**src/rtl/wave_mem_reader_if.sv**
```systemverilog
// -----------------------------------------------------------------------------
// wave_mem_reader_if
// Bundles the sample-RAM read port and the output sample stream of the
// waveform memory reader.
//
// Signals:
//   rd          read enable towards the RAM
//   raddr       RAM read address
//   rdata       RAM read data, valid a fixed number of cycles after rd
//   dout        output sample
//   dout_valid  output sample valid
//   dout_ready  downstream accept; transfer when dout_valid && dout_ready
//
// Modports:
//   master  reader side (drives rd/raddr/dout/dout_valid)
//   slave   RAM + downstream side (drives rdata/dout_ready)
// -----------------------------------------------------------------------------
interface wave_mem_reader_if #(
    parameter int p_nbit_d = 8,
    parameter int p_nbit_a = 4
) ();
    logic                rd;
    logic [p_nbit_a-1:0] raddr;
    logic [p_nbit_d-1:0] rdata;
    logic [p_nbit_d-1:0] dout;
    logic                dout_valid;
    logic                dout_ready;

    modport master (
        output rd, raddr, dout, dout_valid,
        input  rdata, dout_ready
    );

    modport slave (
        input  rd, raddr, dout, dout_valid,
        output rdata, dout_ready
    );
endinterface

```
**src/rtl/wave_mem_reader.sv**
```systemverilog
// -----------------------------------------------------------------------------
// wave_mem_reader
// Sequential read engine for the waveform sample RAM. After a start it reads
// len words from base_addr (address wraps modulo RAM depth), optionally
// repeating the pass until stop, absorbs the RAM read latency and delivers the
// samples as a valid/ready stream without loss or duplication.
//
// Parameters:
//   p_nbit_d      sample width
//   p_nbit_a      RAM address width (depth 2**p_nbit_a)
//   p_rd_latency  rd -> rdata latency, 1 or 2
//
// Ports:
//   clk, rst      clock, asynchronous active-high reset
//   start_i       start pulse, accepted only when idle
//   stop_i        abort pulse, honoured when not idle (wins over start)
//   base_addr_i   first address, sampled on accepted start
//   len_i         words per pass (0..2**p_nbit_a), sampled on accepted start
//   loop_en_i     repeat passes until stop, sampled on accepted start
//   busy_o        high while running or draining
//   done_o        pulse on the final transfer of a non-looping pass, or one
//                 cycle after a zero-length start
//   bus           RAM read port + output stream (master side)
// -----------------------------------------------------------------------------
module wave_mem_reader #(
    parameter int p_nbit_d     = 8,
    parameter int p_nbit_a     = 4,
    parameter int p_rd_latency = 2
) (
    input  logic                clk,
    input  logic                rst,
    input  logic                start_i,
    input  logic                stop_i,
    input  logic [p_nbit_a-1:0] base_addr_i,
    input  logic [p_nbit_a:0]   len_i,
    input  logic                loop_en_i,
    output logic                busy_o,
    output logic                done_o,
    wave_mem_reader_if.master   bus
);

    localparam int DEPTH = p_rd_latency + 1;
    localparam int CNT_W = 3;
    localparam int PTR_W = 2;

    localparam logic [CNT_W-1:0]  DEPTH_C  = CNT_W'(DEPTH);
    localparam logic [CNT_W-1:0]  CNT_ONE  = CNT_W'(1);
    localparam logic [PTR_W-1:0]  PTR_ONE  = PTR_W'(1);
    localparam logic [PTR_W-1:0]  PTR_LAST = PTR_W'(DEPTH - 1);
    localparam logic [p_nbit_a:0]   REM_ONE  = (p_nbit_a+1)'(1);
    localparam logic [p_nbit_a-1:0] ADDR_ONE = p_nbit_a'(1);

    localparam logic [1:0] S_IDLE  = 2'd0;
    localparam logic [1:0] S_RUN   = 2'd1;
    localparam logic [1:0] S_DRAIN = 2'd2;

    logic [1:0]              state_q, state_d;
    logic [p_nbit_a-1:0]     addr_q, addr_d;
    logic [p_nbit_a:0]       rem_q, rem_d;
    logic [p_nbit_a-1:0]     base_q, base_d;
    logic [p_nbit_a:0]       len_q, len_d;
    logic                    loop_q, loop_d;
    logic                    zlen_q, zlen_d;
    logic [p_rd_latency-1:0] tag_q, tag_d;
    logic [CNT_W-1:0]        cnt_q, cnt_d;
    logic [PTR_W-1:0]        wptr_q, wptr_d;
    logic [PTR_W-1:0]        rptr_q, rptr_d;
    logic [p_nbit_d-1:0]     buf_q [DEPTH];

    logic [CNT_W-1:0]        inflight;
    logic [CNT_W-1:0]        occ;
    logic                    tag_exit;
    logic                    buf_empty;
    logic                    dv;
    logic                    xfer;
    logic                    push;
    logic                    pop;
    logic                    issue;
    logic                    last_xfer;

    function automatic logic [PTR_W-1:0] ptr_inc(input logic [PTR_W-1:0] p);
        return (p == PTR_LAST) ? '0 : p + PTR_ONE;
    endfunction

    always_comb begin
        inflight = '0;
        for (int i = 0; i < p_rd_latency; i++) begin
            inflight = inflight + CNT_W'(tag_q[i]);
        end
    end

    assign occ       = inflight + cnt_q;
    assign tag_exit  = tag_q[p_rd_latency-1];
    assign buf_empty = (cnt_q == '0);

    // The buffer is fall-through: when it is empty the word leaving the
    // latency pipeline is presented directly, which gives the
    // p_rd_latency+1 first-word latency and lets a word that is accepted
    // on arrival bypass storage entirely.
    assign dv        = !buf_empty || tag_exit;
    assign xfer      = dv && bus.dout_ready;
    assign push      = tag_exit && !(buf_empty && bus.dout_ready);
    assign pop       = !buf_empty && bus.dout_ready;

    // Credit rule: words in flight plus words buffered never exceed DEPTH,
    // so every returning word has a buffer slot.
    assign issue     = (state_q == S_RUN) && (rem_q != '0) && (occ < DEPTH_C);

    // occ == 1 during a transfer means this is the last outstanding word.
    assign last_xfer = (state_q == S_DRAIN) && xfer && (occ == CNT_ONE) && !stop_i;

    assign bus.rd         = issue;
    assign bus.raddr      = addr_q;
    assign bus.dout_valid = dv;
    assign bus.dout       = !dv ? '0 : (buf_empty ? bus.rdata : buf_q[rptr_q]);
    assign busy_o         = (state_q != S_IDLE);
    assign done_o         = last_xfer || zlen_q;

    always_comb begin
        state_d = state_q;
        addr_d  = addr_q;
        rem_d   = rem_q;
        base_d  = base_q;
        len_d   = len_q;
        loop_d  = loop_q;
        zlen_d  = 1'b0;
        cnt_d   = cnt_q;
        wptr_d  = push ? ptr_inc(wptr_q) : wptr_q;
        rptr_d  = pop  ? ptr_inc(rptr_q) : rptr_q;

        tag_d    = tag_q;
        tag_d[0] = issue;
        for (int i = 1; i < p_rd_latency; i++) begin
            tag_d[i] = tag_q[i-1];
        end

        if (push && !pop) begin
            cnt_d = cnt_q + CNT_ONE;
        end else if (pop && !push) begin
            cnt_d = cnt_q - CNT_ONE;
        end

        case (state_q)
            S_IDLE: begin
                if (start_i) begin
                    if (len_i == '0) begin
                        zlen_d = 1'b1;
                    end else begin
                        base_d  = base_addr_i;
                        len_d   = len_i;
                        loop_d  = loop_en_i;
                        addr_d  = base_addr_i;
                        rem_d   = len_i;
                        state_d = S_RUN;
                    end
                end
            end
            S_RUN: begin
                if (issue) begin
                    addr_d = addr_q + ADDR_ONE;
                    if (rem_q == REM_ONE) begin
                        // Reload in the same cycle so looping has no bubble.
                        if (loop_q) begin
                            addr_d = base_q;
                            rem_d  = len_q;
                        end else begin
                            rem_d   = '0;
                            state_d = S_DRAIN;
                        end
                    end else begin
                        rem_d = rem_q - REM_ONE;
                    end
                end
            end
            S_DRAIN: begin
                if (last_xfer) begin
                    state_d = S_IDLE;
                end
            end
            default: state_d = S_IDLE;
        endcase

        // Abort discards everything outstanding; late rdata is ignored
        // because its tag is gone.
        if (stop_i && (state_q != S_IDLE)) begin
            state_d = S_IDLE;
            rem_d   = '0;
            tag_d   = '0;
            cnt_d   = '0;
            wptr_d  = '0;
            rptr_d  = '0;
        end
    end

    always_ff @(posedge clk or posedge rst) begin
        if (rst) begin
            state_q <= S_IDLE;
            addr_q  <= '0;
            rem_q   <= '0;
            base_q  <= '0;
            len_q   <= '0;
            loop_q  <= 1'b0;
            zlen_q  <= 1'b0;
            tag_q   <= '0;
            cnt_q   <= '0;
            wptr_q  <= '0;
            rptr_q  <= '0;
        end else begin
            state_q <= state_d;
            addr_q  <= addr_d;
            rem_q   <= rem_d;
            base_q  <= base_d;
            len_q   <= len_d;
            loop_q  <= loop_d;
            zlen_q  <= zlen_d;
            tag_q   <= tag_d;
            cnt_q   <= cnt_d;
            wptr_q  <= wptr_d;
            rptr_q  <= rptr_d;
        end
    end

    always_ff @(posedge clk) begin
        if (push) begin
            buf_q[wptr_q] <= bus.rdata;
        end
    end

    always_ff @(posedge clk) begin
        if (!rst) begin
            assert (!(push && !pop && (cnt_q == DEPTH_C)));
        end
    end

endmodule

```
**src/flat_wrapper.sv**
```systemverilog
// flat-port wrapper written by rule: the top's interface ports become plain ports
module wave_mem_reader_flat 
#(
    parameter int p_nbit_d     = 8,
    parameter int p_nbit_a     = 4,
    parameter int p_rd_latency = 2
)
  (clk, rst, start_i, stop_i, base_addr_i, len_i, loop_en_i, busy_o, done_o, bus_rd, bus_raddr, bus_dout, bus_dout_valid, bus_rdata, bus_dout_ready);
  wave_mem_reader_if #(.p_nbit_d(p_nbit_d), .p_nbit_a(p_nbit_a)) bus_i ();
  input  logic clk;
  input  logic rst;
  input  logic start_i;
  input  logic stop_i;
  input  logic [p_nbit_a-1:0] base_addr_i;
  input  logic [p_nbit_a:0] len_i;
  input  logic loop_en_i;
  output logic busy_o;
  output logic done_o;
  output wire logic [$bits(bus_i.rd)-1:0] bus_rd;
  output wire logic [$bits(bus_i.raddr)-1:0] bus_raddr;
  output wire logic [$bits(bus_i.dout)-1:0] bus_dout;
  output wire logic [$bits(bus_i.dout_valid)-1:0] bus_dout_valid;
  input wire logic [$bits(bus_i.rdata)-1:0] bus_rdata;
  input wire logic [$bits(bus_i.dout_ready)-1:0] bus_dout_ready;
  assign bus_rd = bus_i.rd;
  assign bus_raddr = bus_i.raddr;
  assign bus_dout = bus_i.dout;
  assign bus_dout_valid = bus_i.dout_valid;
  assign bus_i.rdata = bus_rdata;
  assign bus_i.dout_ready = bus_dout_ready;
  wave_mem_reader #(.p_nbit_d(p_nbit_d), .p_nbit_a(p_nbit_a), .p_rd_latency(p_rd_latency)) u_core (.clk(clk), .rst(rst), .start_i(start_i), .stop_i(stop_i), .base_addr_i(base_addr_i), .len_i(len_i), .loop_en_i(loop_en_i), .busy_o(busy_o), .done_o(done_o), .bus(bus_i));
endmodule
```
**config.mk**
```make
export PLATFORM = sky130hd
export DESIGN_NAME = wave_mem_reader_flat
export DESIGN_NICKNAME = d
export VERILOG_FILES = /design/src/rtl/wave_mem_reader_if.sv /design/src/rtl/wave_mem_reader.sv /design/src/flat_wrapper.sv
export SDC_FILE = /design/constraint.sdc
export NUM_CORES = 1
export LEC_CHECK = 0
export ABC_AREA = 1
export BUFFER_PORTS_ARGS = -buffer_cell sky130_fd_sc_hd__buf_2
export CORE_MARGIN = 4
export CORE_UTILIZATION = 52
export DETAILED_ROUTE_END_ITERATION = 10
export HOLD_SLACK_MARGIN = 0.02
export PLACE_DENSITY = 0.73
export SLEW_MARGIN = 20
export SYNTH_ARGS = -nofsm -noshare
export SYNTH_HDL_FRONTEND = slang
export SYNTH_SLANG_ARGS = --single-unit
export TNS_END_PERCENT = 20
```
**constraint.sdc**
```tcl
create_clock -name clk -period 2.1 [get_ports clk]
set_input_delay 0 -clock clk [delete_from_list [all_inputs] [get_ports clk]]
set_output_delay 0 -clock clk [all_outputs]
set_load 0.005 [all_outputs]
```
==> impl_metrics.tcl, run 1 <==
set metrics [dict create \
    status "finished with violations" \
    violations "negative setup slack" \
    rsz0062_at_grt "yes" \
    synth.top_cell.area_share 0.260 \
    syn-cell-area_um2 2980 \
    routed_wl_um 6860 \
    drt-pass1-iter-count 4 \
    die-height_um 83.7 \
    p_sw_frac 0.458 \
    avgSynthCellArea_um2 8.52 \
    antenna_found_initial 0 \
    synth_warnings 0 \
    slew_headroom 0.512 \
    yosys-top-cells-area "dfrtp_1 (26%), edfxtp_1 (24%), nand2_1 (11%), inv_1 (6.0%), a21oi_1 (5.9%)" \
    drt_iter0_markers 122 \
    power_density_nw_per_um2 1390 \
    hold_path_depth 6 \
    initial_core_util 0.538 \
    nets 448 \
    vias_per_cell 5.24 \
    layout_common_cells "nand2_1 (88), inv_1 (48), buf_2 (38)" \
    grt_pass1_vias 2643 \
    cts_tree "done" \
    setup_slack_ps -81.0 \
    setup-violations-final 8 \
    num_rows 27 \
    track_usage 0.210 \
    numCtsBuffers 5 \
    critPathMaxStageDelay_ps 440 \
    grt_pass1_wl_um 12000 \
    p_comb_frac 0.538 \
    net-switching-power_mw 2.29 \
    fill_cells 466 \
    hold_path_class "primary input to flip-flop" \
    seqPwrFrac 0.341 \
    maxCapViolations 0 \
    min_period_ps 2180 \
    worstRegToRegCells 11 \
    fmax_mhz 459 \
    root_buffer "clkbuf_8" \
    n_antenna_cell 0 \
    p_clk_frac 0.120 \
    area_growth_pct 20.9 \
    cp.required_ps 2100 \
    path_cells "ha_1, ha_1, inv_1, fa_1, nor2_1, nor2_2, nand3_4, inv_1, buf_2" \
    skew_ps 6.01 \
    drcViolationCount 0 \
    max-vdd-ir-drop_v 0.000776 \
    htreeDepth 2 \
    portBuffers 38 \
    finalMaxSlewViolations 0 \
    synth-seq-cells 55 \
    timing.hold.ws_ps 47.6 \
    crit_cells 9 \
    drive_gt1_frac 0.187 \
    cts.sinks 55 \
    seqCellArea_um2 1500 \
    grt_max_degree 32 \
    p_leak_nw 1.75 \
    path_delay_family "adder cells" \
    coreArea_um2 5540 \
    seq_area_frac_synth 0.502 \
    dieArea_um2 7010 \
    cp-start-kind "flip-flop" \
    yosys.area.top_type "dfrtp_1" \
    wire_per_inst_um 14.0 \
    final_common_cell "nand2_1" \
    place_congestion 0.823 \
    syn-num-nets 381 \
    power_mw 5.00 \
    multiInputGateArea_um2 1250 \
    period_share 1.04 \
    intPower_mw 2.71 \
    die_w_um 83.7 \
    ios 39 \
    drtAntennaViolNets 0 \
    end_kind "output pin" \
    path_buf_inv 3 \
    worst_slew_pin_slew_ps 728 \
    hold_viol 0 \
    crit_fanout 4 \
    ys_types 30 \
    worstSetupPathType "flip-flop to output pin" \
    dr_total_vias 2566 \
    worstPathArrival_ps 2180 \
    cp_slowest_cell "fa_1" \
    clk_pin_slew_ps 100 \
    grt_remaining_overflow 0 \
    clkLatencyLatePin_ps 310 \
    synthCells 350 \
    dp_hpwl_um 4790 \
    cts_buffer_depth 2 \
]
==> repair_timing <==
| action | CTS | global route |
|---|---|---|
| hold endpoints to repair | 69 | 0 |
| endpoints found under the setup margin | 8 | 13 |
| setup buffers | 1 | 1 |
| pin swaps | 3 | 0 |
| hold buffers | 19 | 0 |
| cloned | 0 | 0 |
| gates resized for setup | 0 | 1 |
==> registers in the layout, indices dropped and copies added, names as in the netlist, 2 cells and up <==
name              flops
u_core.base_q         4
u_core.tag_q          2
u_core.rptr_q         2
u_core.bus.raddr      4
u_core.cnt_q          3
u_core.wptr_q         2
u_core.len_q          5
u_core.state_q        2
u_core.buf_q         24
u_core.rem_q          5
==> worst paths after layout <==
path                                       start                  end  slack [ps]
worst max register to register   u_core.tag_q[0]  u_core.bus.raddr[3]         -50
worst max-delay path             u_core.tag_q[0]               bus_rd         -80
max in group asynchronous                    rst     u_core.base_q[1]        1460
min in group asynchronous                    rst      u_core.cnt_q[1]         340
worst min register to register  u_core.base_q[0]     u_core.base_q[0]         480
worst min-delay path                      stop_i    u_core.state_q[1]          50
==> per-layer routing <==
| layer | global-route usage | routed length (um) | part of all wire |
|---|---|---|---|
| met1 | 0.253 | 3040 | 0.44 |
| met2 | 0.381 | 3420 | 0.50 |
| met3 | 0.0355 | 297 | 0.043 |
| met4 | 0.0629 | 106 | 0.015 |
| met5 | 0 | 0 | 0 |
==> worst min-delay path: cells and delay by family <==
kind          cells  cell delay [ps]
buf+inv           3              190
simple gates      3              150
==> Yosys cell counts (all sizes together) <==
master / number
clkbuf: 1
dfrtp: 31
buf: 6
o21ai: 13
xnor2: 3
clkinv: 2
a21oi: 35
edfxtp: 24
nand3: 33
nand2: 93
ha: 6
a22oi: 8
inv: 51
nor3: 4
nand4: 8
fa: 2
nor2: 30
==> power groups by stage <==
stage               clock network, mW  registers (mW)  logic (mW)
detailed placement                  0            1.72        2.58
global route                    0.681            1.74        3.07
CTS                             0.631            1.70        2.67
finish                          0.603            1.71        2.69
global placement                    0            1.71        2.47
floorplan                           0            1.63        1.88
==> logic make-up after synthesis <==
family,share of synthesized area
compound gates,0.102
xor+xnor,0.00881
fa+ha+maj,0.0386
buf+inv,0.0818
flops,0.502
simple gates,0.267
==> layout make-up <==
class	count	area share
tap	72	0.0250
inverter	53	0.0566
clock buffer	5	0.0191
sequential	55	0.415
clock inverter	3	0.00694
timing repair buffer	67	0.130
multi-input combinational	235	0.347
==> stage by stage <==
stage	TNS, ps	area, um^2	worst slack [ps]	std cells	util
after CTS	-372	3590	-93.1	489	0.648
after global routing	-1840	3600	-203	490	0.650
final	-384	3600	-81.0	490	0.650
after detailed placement	0	3280	8.69	461	0.593
after global placement	0	3280	47.6	461	0.592
after floorplan	0	2980	138	350	-
No activity file was read; power rests on OpenSTA's default activity.
==> run 2, diff against run 1 <==
CORE_UTILIZATION = 58   (was 52)
PLACE_DENSITY = 0.8   (was 0.73)
clock period = 2.5 ns   (was 2.1 ns; I/O delays follow)
==> run 2 against run 1 <==
Against the previous run: global-route usage is 2.2 points higher; via count fell by 0.58%; register-to-register slack improved by 400 ps; worst setup slack gained 370 ps; cell count decreased by 3.1%; flip-flop and latch count did not move; combinational power is 21% lower; the flow now finishes without violations; total power decreased by 17%; die area is 9.4% lower; non-clock buffer count down 9; clock power down 5.1%; worst hold slack got worse by 14 ps; highest routed layer unchanged.
==> impl_metrics.tcl, run 2 (synthesis results as in run 1) <==
set metrics [dict create \
    grt_remaining_overflow 0 \
    setup-violations-final 0 \
    end_kind "output pin" \
    period_share 0.883 \
    track_usage 0.232 \
    crit_fanout 5 \
    seqPwrFrac 0.348 \
    dp_hpwl_um 4630 \
    n_antenna_cell 0 \
    hold_viol 0 \
    path_buf_inv 3 \
    p_clk_frac 0.138 \
    grt_pass1_wl_um 11500 \
    num_rows 25 \
    grt_max_degree 22 \
    vias_per_cell 5.37 \
    rsz0062_at_grt "no" \
    nets 439 \
    timing.hold.ws_ps 33.7 \
    finalMaxSlewViolations 0 \
    cp.required_ps 2500 \
    path_cells "ha_1, ha_1, inv_1, fa_1, nor2_1, nor2_2, nand3_4, inv_1, buf_2" \
    clk_pin_slew_ps 90 \
    slew_headroom 0.541 \
    fmax_mhz 453 \
    hold_path_class "primary input to flip-flop" \
    largest_reg_flops 24 \
    initial_core_util 0.615 \
    worst_slew_pin_slew_ps 684 \
    min_period_ps 2210 \
    die_w_um 79.7 \
    drtAntennaViolNets 0 \
    portBuffers 38 \
    reg_top3 "u_core.buf_q x24, u_core.len_q x5, u_core.rem_q x5" \
    cts_resized 0 \
    layout_common_cells "nand2_1 (88), inv_1 (48), buf_2 (38)" \
    use_met2 0.413 \
    area_growth_pct 18.3 \
    routed_wl_um 6700 \
    coreArea_um2 4850 \
    wire_per_inst_um 14.1 \
    top_register "u_core.buf_q" \
    p_comb_frac 0.513 \
    intPower_mw 2.28 \
    power_density_nw_per_um2 1170 \
    dieArea_um2 6350 \
    gr-usage-met1 0.293 \
    drive_gt1_frac 0.174 \
    final_common_cell "nand2_1" \
    drt-pass1-iter-count 5 \
    critPathMaxStageDelay_ps 440 \
    met3_usage 0.0339 \
    drcViolationCount 0 \
    numCtsBuffers 5 \
    max-vdd-ir-drop_v 0.000603 \
    p_sw_frac 0.448 \
    seqCellArea_um2 1500 \
    cts_buffer_depth 2 \
    root_buffer "clkbuf_8" \
    cp_slowest_cell "fa_1" \
    final.setup.tns_ps 0 \
    die-height_um 79.7 \
    antenna_found_initial 0 \
    fill_cells 364 \
    worstPathArrival_ps 2210 \
    grt_pass1_vias 2540 \
    dr_total_vias 2551 \
    worstSetupPathType "flip-flop to output pin" \
    ios 39 \
    p_leak_nw 1.72 \
    cts.sinks 55 \
    net-switching-power_mw 1.85 \
    status "complete, no violations" \
    grt-busiest-layer "met2" \
    cp-start-kind "flip-flop" \
    maxCapViolations 0 \
    skew_ps 5.35 \
    place_congestion 0.853 \
    drt_iter0_markers 193 \
    multiInputGateArea_um2 1260 \
    path_delay_family "adder cells" \
    htreeDepth 2 \
    cts_tree "done" \
    clkLatencyLatePin_ps 300 \
]
[run 2: changes by cell type in the layout (fill, tap and decap cells not counted)]
cell / change
buf_12: -1
inv_4: +1
clkinv_4: -2
bufinv_16: +1
nor3_1: -1
buf_4: -6
nor3_2: +1
inv_6: -1
dlygate4sd3_1: -2
[run 2: area by class of cell]
class | instances | share of cell area
sequential | 55 | 0.424
multi-input combinational | 235 | 0.356
timing repair buffer | 58 | 0.109
inverter | 53 | 0.0571
tap | 67 | 0.0238
clock buffer | 5 | 0.0195
clock inverter | 2 | 0.0106
[run 2: tightest hold or removal path: cells and delay by family]
kind            cells  cell delay [ps]
compound gates      1               90
buf+inv             2              190
[run 2: worst paths after layout]
kind                               endpoint  depth (start not counted)             start  slack [ps]
min reg2reg                u_core.base_q[1]                          2  u_core.base_q[1]         480
min                         u_core.len_q[2]                          3          len_i[2]          30
max in group asynchronous   u_core.len_q[2]                          4               rst        1520
max                                  bus_rd                          9   u_core.tag_q[0]         290
min in group asynchronous   u_core.cnt_q[1]                          3               rst         310
max reg2reg                 u_core.rem_q[3]                         11   u_core.tag_q[0]         350
[run 2: through the flow]
step           instance area (um^2)  instances  total power, mW  setup WS (ps)   util
4_1_cts                        3510        475             4.12            263  0.724
5_1_grt                        3530        475             4.51            150  0.727
6_report                       3530        475             4.14            293  0.727
3_3_place_gp                   3240        451             3.44            459  0.667
3_5_place_dp                   3240        451             3.52            381  0.667
2_1_floorplan                  2980        350             2.95            538      -
[run 2: per-layer routing]
metal	up-vias	wire [um]
met5	-	0
met4	0	72
met3	9	382
met2	94	3360
met1	1187	2890
li1	1261	-
[run 2: repair_timing]
item / CTS / global route
hold buffers: 17 / 0
hold endpoints to repair: 50 / 0
setup buffers: 0 / 0
[run 2: power by group through the flow]
stage          clock [mW]  combinational, mW  sequential [mW]
3_3_place_gp            0               2.00             1.44
2_1_floorplan           0               1.58             1.37
3_5_place_dp            0               2.07             1.45
6_report            0.572               2.12             1.44
5_1_grt             0.621               2.41             1.48
4_1_cts             0.581               2.11             1.43
==> run 3, diff against run 2 <==
==> constraint.sdc (replaced) <==
create_clock -name clk -period 2.5 [get_ports clk]
set_input_delay 0.5 -clock clk [delete_from_list [all_inputs] [get_ports clk]]
set_output_delay 0.5 -clock clk [all_outputs]
set_load 0.005 [all_outputs]
==> run 3 against run 2 <==
Against the previous run: the run now ends with negative setup slack left; non-clock buffer count decreased by 7; first-iteration DRC count shrank 27%; largest power group unchanged; total power rose by 1.2%; register-to-register slack worse by 380 ps.
==> impl_metrics.tcl, run 3 (synthesis results as in run 1) <==
set metrics [dict create \
    ctsHoldBuffers 0 \
    grt_remaining_overflow 0 \
    path_cells "ha_4, ha_4, inv_2, fa_1, nand3_1, nor2_1, nand3_1, nand2_1, buf_2" \
    setup_slack_ps -117 \
    finalMaxSlewViolations 0 \
    dieArea_um2 6350 \
    root_buffer "clkbuf_8" \
    antenna_found_initial 0 \
    portBuffers 38 \
    p_leak_nw 1.69 \
    layout.cells.non_filler 469 \
    vias_per_cell 5.36 \
    power_density_nw_per_um2 1210 \
    hold_path_class "primary input to async pin" \
    die_w_um 79.7 \
    critPathMaxStageDelay_ps 510 \
    die-height_um 79.7 \
    drive_gt1_frac 0.204 \
    final.setup.tns_ps -242 \
    period_share 1.05 \
    largest_reg_flops 24 \
    grt_pass1_wl_um 10800 \
    drcViolationCount 0 \
    top_register "u_core.buf_q" \
    hold_viol 0 \
    reg_top3 "u_core.buf_q x24, u_core.len_q x5, u_core.rem_q x5" \
    power_mw 4.19 \
    dr_total_vias 2514 \
    cts_buffer_depth 2 \
    drt_iter0_markers 140 \
    routed_wl_um 6470 \
    final_common_cell "nand2_1" \
    met3_usage 0.0474 \
    setup-violations-final 3 \
    n_antenna_cell 0 \
    drtAntennaViolNets 0 \
    grt-busiest-layer "met2" \
    layout_common_cells "nand2_1 (87), inv_1 (47), buf_2 (38)" \
    drt-pass1-iter-count 4 \
    gr-usage-met1 0.276 \
    worstSetupPathType "flip-flop to output pin" \
    worstPathArrival_ps 2120 \
    grt_max_degree 32 \
    skew_ps 2.60 \
    place_congestion 0.820 \
    path_delay_family "adder cells" \
    grt_pass1_vias 2396 \
    numCtsBuffers 5 \
    worst_slew_pin_slew_ps 422 \
    timing.hold.ws_ps 256 \
    nets 432 \
    htreeDepth 2 \
    end_kind "output pin" \
    status "finished with violations" \
    cts.sinks 55 \
    cp-start-kind "flip-flop" \
    violations "negative setup slack" \
    fmax_mhz 382 \
    place_inst 455 \
    path_buf_inv 2 \
    track_usage 0.219 \
    min_period_ps 2620 \
    use_met2 0.373 \
    fill_cells 378 \
    final_util 0.711 \
    cts_tree "done" \
    coreArea_um2 4850 \
    clkLatencyLatePin_ps 300 \
    area_growth_pct 15.7 \
    rsz0062_at_grt "yes" \
    cp.required_ps 2000 \
    ios 39 \
    initial_core_util 0.615 \
    dp_hpwl_um 4520 \
    wire_per_inst_um 13.8 \
    num_rows 25 \
    crit_fanout 2 \
    cp_slowest_cell "fa_1" \
    max-vdd-ir-drop_v 0.000766 \
    maxCapViolations 0 \
    slew_headroom 0.719 \
    clk_pin_slew_ps 90 \
]
## run 3: cell count changes in the layout (fill, tap and decap cells not counted), sizes merged
cell / delta
buf: +10
clkbuf: +1
dlygate4sd3: -17
## run 3: worst paths after layout
check                                 startpoint                  to  cells after the start  slack, ps
worst max-delay path             u_core.tag_q[0]              done_o                      9       -120
max in group asynchronous                    rst    u_core.base_q[1]                      3       1930
worst min-delay path                         rst     u_core.cnt_q[1]                      3        260
min in group clk                    bus_rdata[4]  u_core.buf_q[2][4]                      1        410
worst max register to register   u_core.tag_q[0]   u_core.state_q[1]                     16        -30
worst min register to register  u_core.base_q[0]    u_core.base_q[0]                      2        480
## run 3: cell type report
cell class	instances	area, um^2	area share
tap	67	83.8	0.0243
sequential	55	1500	0.434
clock buffer	6	72.6	0.0210
multi-input combinational	235	1270	0.368
timing repair buffer	51	288	0.0835
clock inverter	2	37.5	0.0109
inverter	53	201	0.0584
## run 3: metal layers
| layer | vias to the layer above | part of all wire | wire length [um] |
|---|---|---|---|
| met4 | 0 | 0.015 | 94 |
| met3 | 10 | 0.057 | 370 |
| li1 | 1257 | - | - |
| met1 | 1176 | 0.43 | 2780 |
| met5 | - | 0 | 0 |
| met2 | 71 | 0.50 | 3220 |
## run 3: what timing repair did
| action | 4_1_cts | 5_1_grt |
|---|---|---|
| endpoints found under the setup margin | 2 | 3 |
| pin swaps | 6 | 1 |
| hold endpoints to repair | 0 | 0 |
| setup buffers | 6 | 0 |
| gates resized for setup | 4 | 1 |
| gates cloned | 0 | 0 |
## run 3: power breakdown
part	switching [mW]	internal (mW)	leakage (nW)	total, mW
Combinational	1.34	0.834	1.03	2.17
Sequential	0.245	1.20	0.604	1.44
Clock	0.274	0.299	0.0514	0.573
Total	1.85	2.33	1.69	4.19
## run 3: per-stage QoR
stage | setup slack (ps) | cell area (um^2)
2_1_floorplan | 357 | 2980
3_3_place_gp | 224 | 3270
3_5_place_dp | 148 | 3270
4_1_cts | -163 | 3450
5_1_grt | -245 | 3450
6_report | -117 | 3450
## run 3: worst min-delay path: stages
cell	delay (ps)
buf_2	90
inv_1	40
buf_4	360
